`src/rtl/minisrc_pkg.sv`:
```
// Shared datapath definitions for the minisrc core: divider FSM states and
// divide-related constants.
package minisrc_pkg;

  typedef enum logic [1:0] {
    S_IDLE = 2'd0,
    S_PREP = 2'd1,
    S_ITER = 2'd2,
    S_FIX  = 2'd3
  } div_state_t;

  localparam logic [4:0]  DIV_OPCODE    = 5'b10000;
  localparam int          DIV_ITERS     = 32;
  localparam logic [31:0] DIV_ZERO_QUOT = 32'hFFFFFFFF;

endpackage

```
`src/rtl/div_unit_if.sv`:
```
// Start/busy/done handshake and operand/result bundle between the control
// sequencer (master) and the sequential divider (slave).
interface div_unit_if #(
  parameter int WIDTH = 32
);
  logic                      start;
  logic signed [WIDTH-1:0]   dividend;
  logic signed [WIDTH-1:0]   divisor;
  logic                      busy;
  logic                      done;
  logic                      div_zero;
  logic        [2*WIDTH-1:0] result;

  modport master (
    output start, dividend, divisor,
    input  busy, done, div_zero, result
  );

  modport slave (
    input  start, dividend, divisor,
    output busy, done, div_zero, result
  );
endinterface

```
`src/rtl/div_step.sv`:
```
// One restoring-division step: shift in the next dividend bit, trial-subtract
// the divisor, keep the difference when it does not go negative.
module div_step #(
  parameter int WIDTH = 32
) (
  input  logic [WIDTH:0]   rem_i,
  input  logic             bit_i,
  input  logic [WIDTH-1:0] divisor_i,
  output logic [WIDTH:0]   rem_o,
  output logic             qbit_o
);

  logic [WIDTH+1:0] shifted;
  logic [WIDTH+1:0] diff;

  always_comb begin
    shifted = {rem_i, bit_i};
    diff    = shifted - {2'b00, divisor_i};
    // The extra top bit of diff acts as the borrow: set means restore.
    qbit_o  = ~diff[WIDTH+1];
    rem_o   = qbit_o ? diff[WIDTH:0] : shifted[WIDTH:0];
  end

endmodule

```
`src/rtl/div_unit.sv`:
```
// Sequential signed divider producing {remainder, quotient} for the div
// instruction. Optional macro DIV_ZERO_FAST_EN short-cuts a zero divisor.
module div_unit
  import minisrc_pkg::*;
#(
  parameter int WIDTH = 32
) (
  input  logic      clk,
  input  logic      clr,
  div_unit_if.slave bus
);

  localparam int CNT_W = $clog2(DIV_ITERS);

  div_state_t              state_q, state_d;
  logic [CNT_W-1:0]        cnt_q, cnt_d;
  logic signed [WIDTH-1:0] dvd_q, dvd_d;
  logic signed [WIDTH-1:0] dvs_q, dvs_d;
  logic [WIDTH-1:0]        a_q, a_d;
  logic [WIDTH-1:0]        b_q, b_d;
  logic [WIDTH:0]          rem_q, rem_d;
  logic                    qsign_q, qsign_d;
  logic                    rsign_q, rsign_d;
  logic [2*WIDTH-1:0]      result_q, result_d;
  logic                    done_q, done_d;
  logic                    dz_q, dz_d;

  logic [WIDTH:0]          step_rem;
  logic                    step_qbit;

  // Two's-complement magnitude; the most negative value maps onto itself and
  // is then read as unsigned.
  function automatic logic [WIDTH-1:0] abs_val(input logic signed [WIDTH-1:0] v);
    logic [WIDTH-1:0] u;
    u = v;
    return v[WIDTH-1] ? (~u + WIDTH'(1)) : u;
  endfunction

  function automatic logic [WIDTH-1:0] sign_fix(input logic [WIDTH-1:0] v,
                                                input logic             neg);
    return neg ? (~v + WIDTH'(1)) : v;
  endfunction

  div_step #(.WIDTH(WIDTH)) u_step (
    .rem_i     (rem_q),
    .bit_i     (a_q[WIDTH-1]),
    .divisor_i (b_q),
    .rem_o     (step_rem),
    .qbit_o    (step_qbit)
  );

  always_comb begin
    state_d  = state_q;
    cnt_d    = cnt_q;
    dvd_d    = dvd_q;
    dvs_d    = dvs_q;
    a_d      = a_q;
    b_d      = b_q;
    rem_d    = rem_q;
    qsign_d  = qsign_q;
    rsign_d  = rsign_q;
    result_d = result_q;
    done_d   = 1'b0;
    dz_d     = dz_q;

    unique case (state_q)
      S_IDLE: begin
        if (bus.start) begin
          dvd_d   = bus.dividend;
          dvs_d   = bus.divisor;
          qsign_d = bus.dividend[WIDTH-1] ^ bus.divisor[WIDTH-1];
          rsign_d = bus.dividend[WIDTH-1];
          dz_d    = 1'b0;
          state_d = S_PREP;
        end
      end

      S_PREP: begin
        a_d     = abs_val(dvd_q);
        b_d     = abs_val(dvs_q);
        rem_d   = '0;
        cnt_d   = CNT_W'(DIV_ITERS - 1);
        state_d = S_ITER;
`ifdef DIV_ZERO_FAST_EN
        if (dvs_q == '0) state_d = S_FIX;
`endif
      end

      // a_q shifts dividend bits out of the top and quotient bits in at the
      // bottom, so it holds the unsigned quotient once the count expires.
      S_ITER: begin
        rem_d = step_rem;
        a_d   = {a_q[WIDTH-2:0], step_qbit};
        if (cnt_q == '0) state_d = S_FIX;
        else             cnt_d   = cnt_q - CNT_W'(1);
      end

      S_FIX: begin
        if (dvs_q == '0) begin
          result_d = {dvd_q, WIDTH'(DIV_ZERO_QUOT)};
          dz_d     = 1'b1;
        end else begin
          result_d = {sign_fix(rem_q[WIDTH-1:0], rsign_q), sign_fix(a_q, qsign_q)};
        end
        done_d  = 1'b1;
        state_d = S_IDLE;
      end

      default: state_d = S_IDLE;
    endcase
  end

  always_ff @(posedge clk) begin
    if (clr) begin
      state_q  <= S_IDLE;
      result_q <= '0;
      done_q   <= 1'b0;
      dz_q     <= 1'b0;
    end else begin
      state_q  <= state_d;
      result_q <= result_d;
      done_q   <= done_d;
      dz_q     <= dz_d;
    end
  end

  always_ff @(posedge clk) begin
    cnt_q   <= cnt_d;
    dvd_q   <= dvd_d;
    dvs_q   <= dvs_d;
    a_q     <= a_d;
    b_q     <= b_d;
    rem_q   <= rem_d;
    qsign_q <= qsign_d;
    rsign_q <= rsign_d;
  end

  assign bus.busy     = (state_q != S_IDLE);
  assign bus.done     = done_q;
  assign bus.div_zero = dz_q;
  assign bus.result   = result_q;

endmodule

```
`src/flat_wrapper.sv`:
```
// flat-port wrapper written by rule: the top's interface ports become plain ports
module div_unit_flat import minisrc_pkg::*;
#(
  parameter int WIDTH = 32
)
  (clk, clr, bus_start, bus_dividend, bus_divisor, bus_busy, bus_done, bus_div_zero, bus_result);
  div_unit_if #(.WIDTH(WIDTH)) bus_i ();
  input  logic clk;
  input  logic clr;
  input wire logic [$bits(bus_i.start)-1:0] bus_start;
  input wire logic [$bits(bus_i.dividend)-1:0] bus_dividend;
  input wire logic [$bits(bus_i.divisor)-1:0] bus_divisor;
  output wire logic [$bits(bus_i.busy)-1:0] bus_busy;
  output wire logic [$bits(bus_i.done)-1:0] bus_done;
  output wire logic [$bits(bus_i.div_zero)-1:0] bus_div_zero;
  output wire logic [$bits(bus_i.result)-1:0] bus_result;
  assign bus_i.start = bus_start;
  assign bus_i.dividend = bus_dividend;
  assign bus_i.divisor = bus_divisor;
  assign bus_busy = bus_i.busy;
  assign bus_done = bus_i.done;
  assign bus_div_zero = bus_i.div_zero;
  assign bus_result = bus_i.result;
  div_unit #(.WIDTH(WIDTH)) u_core (.clk(clk), .clr(clr), .bus(bus_i));
endmodule
```
`config.mk`:
```
export PLATFORM = sky130hd
export DESIGN_NAME = div_unit_flat
export DESIGN_NICKNAME = d
export VERILOG_FILES = /design/src/rtl/minisrc_pkg.sv /design/src/rtl/div_unit_if.sv /design/src/rtl/div_step.sv /design/src/rtl/div_unit.sv /design/src/flat_wrapper.sv
export SDC_FILE = /design/constraint.sdc
export NUM_CORES = 1
export LEC_CHECK = 0
export CORE_ASPECT_RATIO = 1.25
export CORE_MARGIN = 2
export CORE_UTILIZATION = 62
export CTS_CLUSTER_SIZE = 12
export DETAILED_ROUTE_END_ITERATION = 7
export PLACE_DENSITY = 0.9
export SYNTH_ARGS = -nofsm -noshare
export SYNTH_HDL_FRONTEND = slang
export SYNTH_SLANG_ARGS = --single-unit
```
`constraint.sdc`:
```
create_clock -name clk -period 9.4 [get_ports clk]
set_clock_uncertainty 0.15 [all_clocks]
set_input_delay 1.88 -clock clk [delete_from_list [all_inputs] [get_ports clk]]
set_output_delay 1.88 -clock clk [all_outputs]
set_load 0.02 [all_outputs]
```
Word-level counts from Yosys, hierarchy flattened
Index checks and enable logic that the tools add are counted.
{"block": "word_totals", "input_bits": 67, "romBits": 0, "output_inout_bits": 67, "register_bits": 236, "latch_bits": 0, "mem_count": 0, "ram_bits": 0, "word_cells": 59}
{"block": "classes", "n_reduce_logical": 10, "order_cmp": 0, "eq_ne": 7, "n_mux": 17, "n_shift": 0, "bitwise": 6, "add_sub_neg": 6, "div": 0, "multipliers": 0}
{"op": "32-bit by 1-bit adder with 32-bit output (second input constant)", "count": 4}
{"op": "32-bit NOT", "count": 4}
{"op": "32-bit two-way mux", "count": 3}
{"op": "33-bit one-hot mux with 2 select lines", "count": 1}
{"op": "64-bit two-way mux", "count": 1}
{"op": "32-bit one-hot mux with 2 select lines", "count": 1}
{"op": "34-bit by 32-bit subtractor with 34-bit output", "count": 1}
{"op": "33-bit two-way mux", "count": 1}
{"op": "32-bit logical NOT", "count": 1}
{"op": "31-bit two-way mux", "count": 1}
{"op": "5-bit one-hot mux with 2 select lines", "count": 1}
{"op": "2-bit one-hot mux with 4 select lines", "count": 1}
{"op": "2-bit AND reduction", "count": 3}
{"op": "2-bit nonzero test", "count": 3}
{"op": "5-bit logical NOT", "count": 1}
{"op": "5-bit two-way mux", "count": 1}
{"op": "5-bit by 1-bit subtractor with 5-bit output (second input constant)", "count": 1}
{"op": "2-bit equality test (second input constant)", "count": 2}
{"op": "2-bit two-way mux", "count": 2}
{"op": "2-bit by 1-bit != test with 1-bit output (second input constant)", "count": 2}
{"op": "2-bit != test (second input constant)", "count": 2}
{"op": "1-bit two-way mux", "count": 3}
{"op": "3-bit AND reduction", "count": 1}
{"op": "2-bit by 1-bit equality test with 1-bit output (second input constant)", "count": 1}
{"op": "4 further kinds", "count": 4}

Logic depth before layout (Yosys ltp)
Gate-level depths: netlist of run 1.
{"block": "depth", "word_depth": 4, "mapped_depth": 13, "depth_no_buf": 11}

Cells and area by module
A second synthesis of run 1 with hierarchy kept.
{"block": "unflattened", "cells_unflattened": 1309, "area_unflattened_um2": 13101.3}
{"mod": "div_unit", "instances": 1, "area_each_um2": 10930.5, "cells_each": 981, "seq_area_each_um2": 6376.1}
{"mod": "div_step", "instances": 1, "area_each_um2": 2170.8, "cells_each": 328, "seq_area_each_um2": 0.0}

Worst setup path after synthesis of run 1
No wires, ideal clock.
{"block": "synth_path", "kind": "in2reg", "startpoint": "in bus_start", "endpoint": "reg u_core.dvd_q[0], enable pin", "t_required_ns": 8.831, "arrival_ns": 3.206, "setup_slack_ns": 5.625, "n_path_buf": 0, "setup_ns": 0.419, "stages": 2, "path_cell_list": "nand2_1 > inv_1"}
{"block": "synth_between", "elab_chain_cells": 1}
{"element": "start: declaration", "line_no": "flat_wrapper.sv:10", "text": "input wire logic [$bits(bus_i.start)-1:0] bus_start;"}
{"element": "2-bit AND reduction (no line)"}
{"element": "end signal: assignment", "line_no": "div_unit.sv:129", "text": "dvd_q <= dvd_d;"}
{"element": "end: declaration", "line_no": "div_unit.sv:17", "text": "logic signed [WIDTH-1:0] dvd_q, dvd_d;"}
No other way between the ends.
A chain may end at the register's enable or synchronous reset.

Worst setup path after layout of run 1
{"block": "layout_path", "startpoint": "reg u_core.state_q[0]", "endpoint": "out bus_busy"}
{"block": "layout_between", "elab_chain_cells": 1}
{"element": "start: declaration", "line_no": "div_unit.sv:15", "text": "div_state_t state_q, state_d;"}
{"element": "start signal: assignment", "line_no": "div_unit.sv:120", "text": "state_q <= state_d;"}
{"element": "2-bit nonzero test", "line_no": "div_unit.sv:138", "text": "assign bus.busy = (state_q != S_IDLE);"}
{"element": "end: declaration", "line_no": "flat_wrapper.sv:13", "text": "output wire logic [$bits(bus_i.busy)-1:0] bus_busy;"}
No other way between the ends.

==> results.yml, run 1 <==
route:
  first_iter_violations: 823
  drcViolationCount: 0
  wl_met1_um: 11700
  ant_nets: 0
  routed_via_density: 6.08
  avgRoutedWirePerCell_um: 17.8
  wl_met3_um: 1860
  drt-total-wl_um: 30500
  drt_first_pass_iters: 5
  met2_wirelength_um: 15600
  num_vias: 10400
  highest_layer: "met4"
global_routing:
  grt-ovfl-total: 0
  antenna_found_initial: 0
  grt_pass1_vias: 10200
  grt_max_degree: 70
  grt_pass1_wl_um: 49600
  track_usage_pct: 27.2
clock_network:
  post_cts_resized: 0
  clk_latency_ns: 0.54
  cts_hold_buf: 0
  cts_made_buffers: 25
  path_clk_slew_ns: 0.06
  htree_levels: 1
  cts_tree: "built"
  postCtsSetupRepairBufs: 0
  cts.sinks: 235
  clock_path_buffers: 3
  root_buffer: "clkbuf_16"
logic_synthesis:
  synth_area_mm2: 0.0131
  async_flop_share_pct: 0
  yosysSeqAreaShare_pct: 48.6
  synth-main-ff-cell: "edfxtp_1"
  ys_types: 63
  synth_edf_count: 167
  syn-num-nets: 1424
  postSynthAreaPerCell_um2: 9.99
  synth_cells: 1314
  ys_ff_latch: 235
  ys_warn_count: 0
critical_path:
  ff2ff_setup_slack_ns: 5.61
  path_class: "reg -> out"
  crit_required_ns: 7.37
  worst-path-buf-inv: 3
  crit_family: "buffers and inverters"
  cp_slowest_cell: "clkdlybuf4s50_1"
  max_stage_delay_ns: 0.61
  crit_path_max_fanout: 4
  start_kind: "register"
  worstPathCellList: "inv_1 > ha_2 > inv_1 > clkdlybuf4s50_1"
  worst_ep_arrival_time_ns: 1.90
  crit_cells: 4
  worst_path_most_repeated_cell: "inv_1"
  cp-end-kind: "primary output"
  rr_worst_depth: 10
placement:
  place_ws_ns: 5.68
  dp_hpwl_um: 21900
  routabilityCongestion: 0.889
  numPortBuffers: 133
final_layout:
  layout_common_cells: "edfxtp_1 (167), clkdlybuf4s50_1 (132), nor2_1 (124)"
  num-fill-cells: 1423
  antenna_cells: 0
  final_util_pct: 74.0
  area_growth_pct: 17.5
  finalNetCount: 1529
  mostFrequentLayoutCell: "edfxtp_1"
  drive_gt1_share_pct: 4.66
sta:
  hold_violations: 0
  period_minus_slack_ns: 3.93
  finalMaxSlewViolations: 0
  fmax_mhz: 255
  whs_ns: 0.331
  fin_crit_sh_pct: 41.8
  setup_viol: 0
  rsz0062_at_grt: "false"
  setup_slack_ns: 5.47
  fin_tns_setup_ns: 0
  worst_slew_pin_slew_ns: 0.941
  relSlewSlack_pct: 37.2
power:
  p_switching_mw: 2.24
  p_int_mw: 3.19
  irDropWorstVdd_v: 0.000219
  swShare_pct: 41.3
  power_frac_seq_pct: 35.8
  leakagePower_nw: 5.59
  p_clk_share_pct: 17.2
  pwr-share-comb_pct: 47.0
  power_density_mw_per_mm2: 353
status:
  status: "finished, final reports clean"
floorplanning:
  ios: 134
  die_x_um: 134
  start_util_pct: 63.0
  rows: 59
  die_y_um: 167
  die_area_mm2: 0.0224
  coreArea_mm2: 0.0208
min_path:
  min_path_cells: 2
  hold_path.class: "reg -> reg"
flow_run:
  drv_cap: 0
## cells in the mapped netlist (18+ instances only)
library cell | n | area share (%)
o21ai_0 | 110 | 4.2
nand2b_1 | 30 | 1.4
ha_1 | 42 | 4.0
a21oi_1 | 49 | 1.9
edfxtp_1 | 167 | 38
a21o_1 | 18 | 1.0
a211oi_1 | 18 | 1.0
o31ai_1 | 36 | 2.1
nand2_1 | 115 | 3.3
inv_1 | 59 | 1.7
clkbuf_1 | 62 | 1.8
o22ai_1 | 23 | 1.1
mux2i_1 | 48 | 3.7
xor2_1 | 83 | 5.5
or3_1 | 23 | 1.1
a311oi_1 | 20 | 1.3
nor2_1 | 124 | 3.5
xnor2_1 | 62 | 4.1
dfxtp_1 | 68 | 10
## flip-flops by register name, summed over array words and instances (netlist names)
signal	count
u_core.bus.result	64
u_core.bus.div_zero	1
u_core.cnt_q	5
u_core.rsign_q	1
u_core.dvs_q	32
u_core.state_q	2
u_core.a_q	32
u_core.qsign_q	1
u_core.dvd_q	31
u_core.b_q	32
u_core.bus.done	1
u_core.rem_q	33
## tightest hold or removal path, stage by stage, from the launching register on
cell and delay, ns:
dfxtp_1 0.31, nor2_1 0.08, a311oi_1 0.05
## area by class of cell
cell class                      count  area [um2]  share of cell area (%)
Clock buffer                       41         748                    4.85
Tap cell                          274         343                    2.22
Inverter                           60         225                    1.46
Timing Repair Buffer              144        1410                    9.14
Sequential cell                   235        6380                    41.4
Clock inverter                      4        26.3                   0.170
Multi-Input combinational cell    953        6290                    40.8
## final timing paths
kind | startpoint | to
hold reg to reg | u_core.bus.result[18]$_SDFFE_PP0P_ | u_core.bus.result[18]$_SDFFE_PP0P_
setup / recovery | u_core.state_q[0]$_SDFFE_PP0P_ | bus_busy
hold / removal | u_core.bus.result[18]$_SDFFE_PP0P_ | u_core.bus.result[18]$_SDFFE_PP0P_
setup reg to reg | u_core.rem_q[5]$_SDFFCE_PN0P_ | u_core.rem_q[32]$_SDFFCE_PN0P_
## metrics by stage
stage          area [um2]  total power, mW  instances
2_1_floorplan       13100             3.83       1314
3_3_place_gp        14600             4.39       1666
3_5_place_dp        14600             4.47       1666
4_1_cts             15400             5.42       1711
5_1_grt             15400             5.81       1711
6_report            15400             5.44       1711
## power by group through the flow
stage               combinational (mW)  clock (mW)  sequential, mW
floorplan                         1.93           0            1.90
global placement                  2.46           0            1.93
detailed placement                2.51           0            1.96
CTS                               2.54       0.943            1.94
global route                      2.83       0.984            1.99
finish                            2.56       0.935            1.95
## per-layer routing
metal	global-route usage, %	up-vias
li1	-	5002
met1	32.7	4899
met2	48.5	412
met3	3.29	97
met4	12.9	0
met5	0	-
## kinds of logic (layout without fill, tap and decap cells)
group / count (synthesis) / in the layout / synth area share, %
and+or+nand+nor: 389 / 389 / 14.3
adders and majority gates: 43 / 43 / 4.16
DFF: 235 / 235 / 48.6
muxes: 49 / 49 / 3.78
AOI/OAI and AO/OA: 327 / 327 / 15.9
xor gates and xnor gates: 145 / 145 / 9.68
buffers and inverters: 126 / 249 / 3.61
Power figures use the tool's default switching activity.
==> inputs of run 2 (changes only) <==
CORE_UTILIZATION = 52   (was 62)
PLACE_DENSITY = 0.81   (was 0.9)
clock period = 3.4 ns   (was 9.4 ns; I/O delays follow)
==> results.yml, run 2 (synthesis results as in run 1) <==
clock_network:
  path_clk_slew_ns: 0.06
  htree_levels: 1
  cts_hold_buf: 0
  root_buffer: "clkbuf_16"
  clock_path_buffers: 3
  cts_tree: "built"
  cts_made_buffers: 25
  clk_latency_ns: 0.53
  cts.sinks: 235
global_routing:
  grt-ovfl-total: 0
  grt_pass1_vias: 10300
  grt_max_degree: 69
  antenna_found_initial: 0
  track_usage_pct: 23.0
  grt_pass1_wl_um: 49900
route:
  drcViolationCount: 0
  first_iter_violations: 712
  num_vias: 10500
  drt_first_pass_iters: 6
  ant_nets: 0
  drt-total-wl_um: 30700
  avgRoutedWirePerCell_um: 16.8
  routed_via_density: 5.72
min_path:
  min_path_cells: 2
  hold_path.class: "reg -> reg"
  hp-start: "u_core.bus.result[3]$_SDFFE_PP0P_"
  whs_endpoint: "u_core.bus.result[3]$_SDFFE_PP0P_"
sta:
  finalMaxSlewViolations: 0
  rsz0062_at_grt: "true"
  period_minus_slack_ns: 3.38
  setup_slack_ns: 0.0215
  fin_tns_setup_ns: 0
  setup_viol: 0
  fmax_mhz: 296
  worst_slew_pin_slew_ns: 0.929
  fin_crit_sh_pct: 99.4
  hold_violations: 0
  relSlewSlack_pct: 38.1
critical_path:
  max_stage_delay_ns: 0.55
  worstPathCellList: "or4_4 > or3_4 > or4_4 > or4_4 > or3_4 > nand2_2 > xor2_1 > o21ai_1"
  path_class: "reg -> reg"
  worst_ep_arrival_time_ns: 3.48
  rr_worst_depth: 8
  cp_slowest_cell: "or4_4"
  ff2ff_setup_slack_ns: 0.02
  rr_startpoint: "u_core.dvd_q[10]$_DFFE_PP_"
  worst_path_most_repeated_cell: "or4_4"
  worst-path-buf-inv: 0
  timing.rr.end: "u_core.a_q[29]$_DFFE_PP_"
  crit_required_ns: 3.50
  crit_family: "simple AND/OR/NAND/NOR gates"
  cp-end-kind: "register"
  start_kind: "register"
  crit_path_max_fanout: 4
final_layout:
  largest_register_ffs: 64
  layout_common_cells: "edfxtp_1 (167), clkdlybuf4s50_1 (132), nor2_1 (124)"
  final_util_pct: 64.2
  area_growth_pct: 22.6
  antenna_cells: 0
  drive_gt1_share_pct: 9.42
  mostFrequentLayoutCell: "edfxtp_1"
  finalNetCount: 1589
  finalInstanceArea_mm2: 0.0161
floorplanning:
  die_y_um: 182
  coreArea_mm2: 0.0250
  start_util_pct: 52.4
  die_x_um: 146
  rows: 65
  die_area_mm2: 0.0265
  ios: 134
placement:
  numPortBuffers: 133
  routabilityCongestion: 0.929
  dp_hpwl_um: 23300
  place_ws_ns: -0.286
  placed_area_mm2: 0.0152
power:
  power_density_mw_per_mm2: 983
  irDropWorstVdd_v: 0.000900
  leakagePower_nw: 5.91
status:
  status: "finished, final reports clean"
flow_run:
  drv_cap: 0
==> run 2: cell types whose count changed in the layout (fill, tap and decap cells not counted), sizes merged <==
| cell | before | now |
|---|---|---|
| inv | 62 | 61 |
| clkinv | 2 | 4 |
| clkbuf | 41 | 40 |
| buf | 12 | 72 |
==> run 2: how the worst max path moves through the flow <==
stage / startpoint / end / slack [ns] / cells past startpoint
final: u_core.dvd_q[10]$_DFFE_PP_ / u_core.a_q[29]$_DFFE_PP_ / 0.02 / 8
after CTS: u_core.dvd_q[10]$_DFFE_PP_ / u_core.a_q[29]$_DFFE_PP_ / 0.006 / 8
after global routing: u_core.dvd_q[10]$_DFFE_PP_ / u_core.a_q[30]$_DFFE_PP_ / -0.06 / 8
after global placement: u_core.dvd_q[10]$_DFFE_PP_ / u_core.a_q[31]$_DFFE_PP_ / -0.27 / 6
after floorplan: u_core.rem_q[29]$_SDFFCE_PN0P_ / u_core.rem_q[6]$_SDFFCE_PN0P_ / 0.07 / 10
after detailed placement: u_core.dvd_q[10]$_DFFE_PP_ / u_core.a_q[31]$_DFFE_PP_ / -0.29 / 6
==> run 2: worst reg2reg max path, cell delays in order, from the launching register on <==
cell and delay (ns):
edfxtp_1 0.39, or4_4 0.55, or3_4 0.35, or4_4 0.53
or4_4 0.46, or3_4 0.37, nand2_2 0.09, xor2_1 0.15
o21ai_1 0.07
==> run 2: what timing repair did <==
action | CTS | global route
setup buffers | 0 | 0
pin swaps | 0 | 1
gates resized for setup | 5 | 13
endpoints found under the setup margin | 2 | 12
==> run 2: per-stage QoR <==
step	power [mW]	hold slack [ns]	std cells
6_report	15.8	0.335	1832
5_1_grt	16.9	0.354	1832
3_5_place_dp	13.1	0.326	1787
2_1_floorplan	10.6	0.276	1314
4_1_cts	15.7	0.337	1832
3_3_place_gp	12.9	0.307	1787
==> run 2: metal layers <==
| layer | up-vias | track usage (%) | part of all wire (%) |
|---|---|---|---|
| li1 | 5136 | - | - |
| met1 | 4929 | 27.9 | 40 |
| met2 | 343 | 41.2 | 50 |
| met3 | 80 | 3.12 | 6.2 |
| met4 | 0 | 9.28 | 3.8 |
| met5 | - | 0 | 0 |
==> run 2: area by class of cell <==
cell class                 count  area (um2)
timing repair buffer         204        1920
fill                        2021        8960
clock inverter                 5        26.3
multi-input combinational    953        6390
clock buffer                  40         722
tap                          335         419
sequential                   235        6380
inverter                      60         225
==> run 2: where the power goes <==
group / leakage, nW / internal (mW) / total, mW / switching [mW]
clock network: 0.368 / 1.45 / 2.51 / 1.07
registers: 2.13 / 4.41 / 5.24 / 0.833
logic: 3.41 / 3.50 / 8.06 / 4.56
total: 5.91 / 9.35 / 15.8 / 6.46
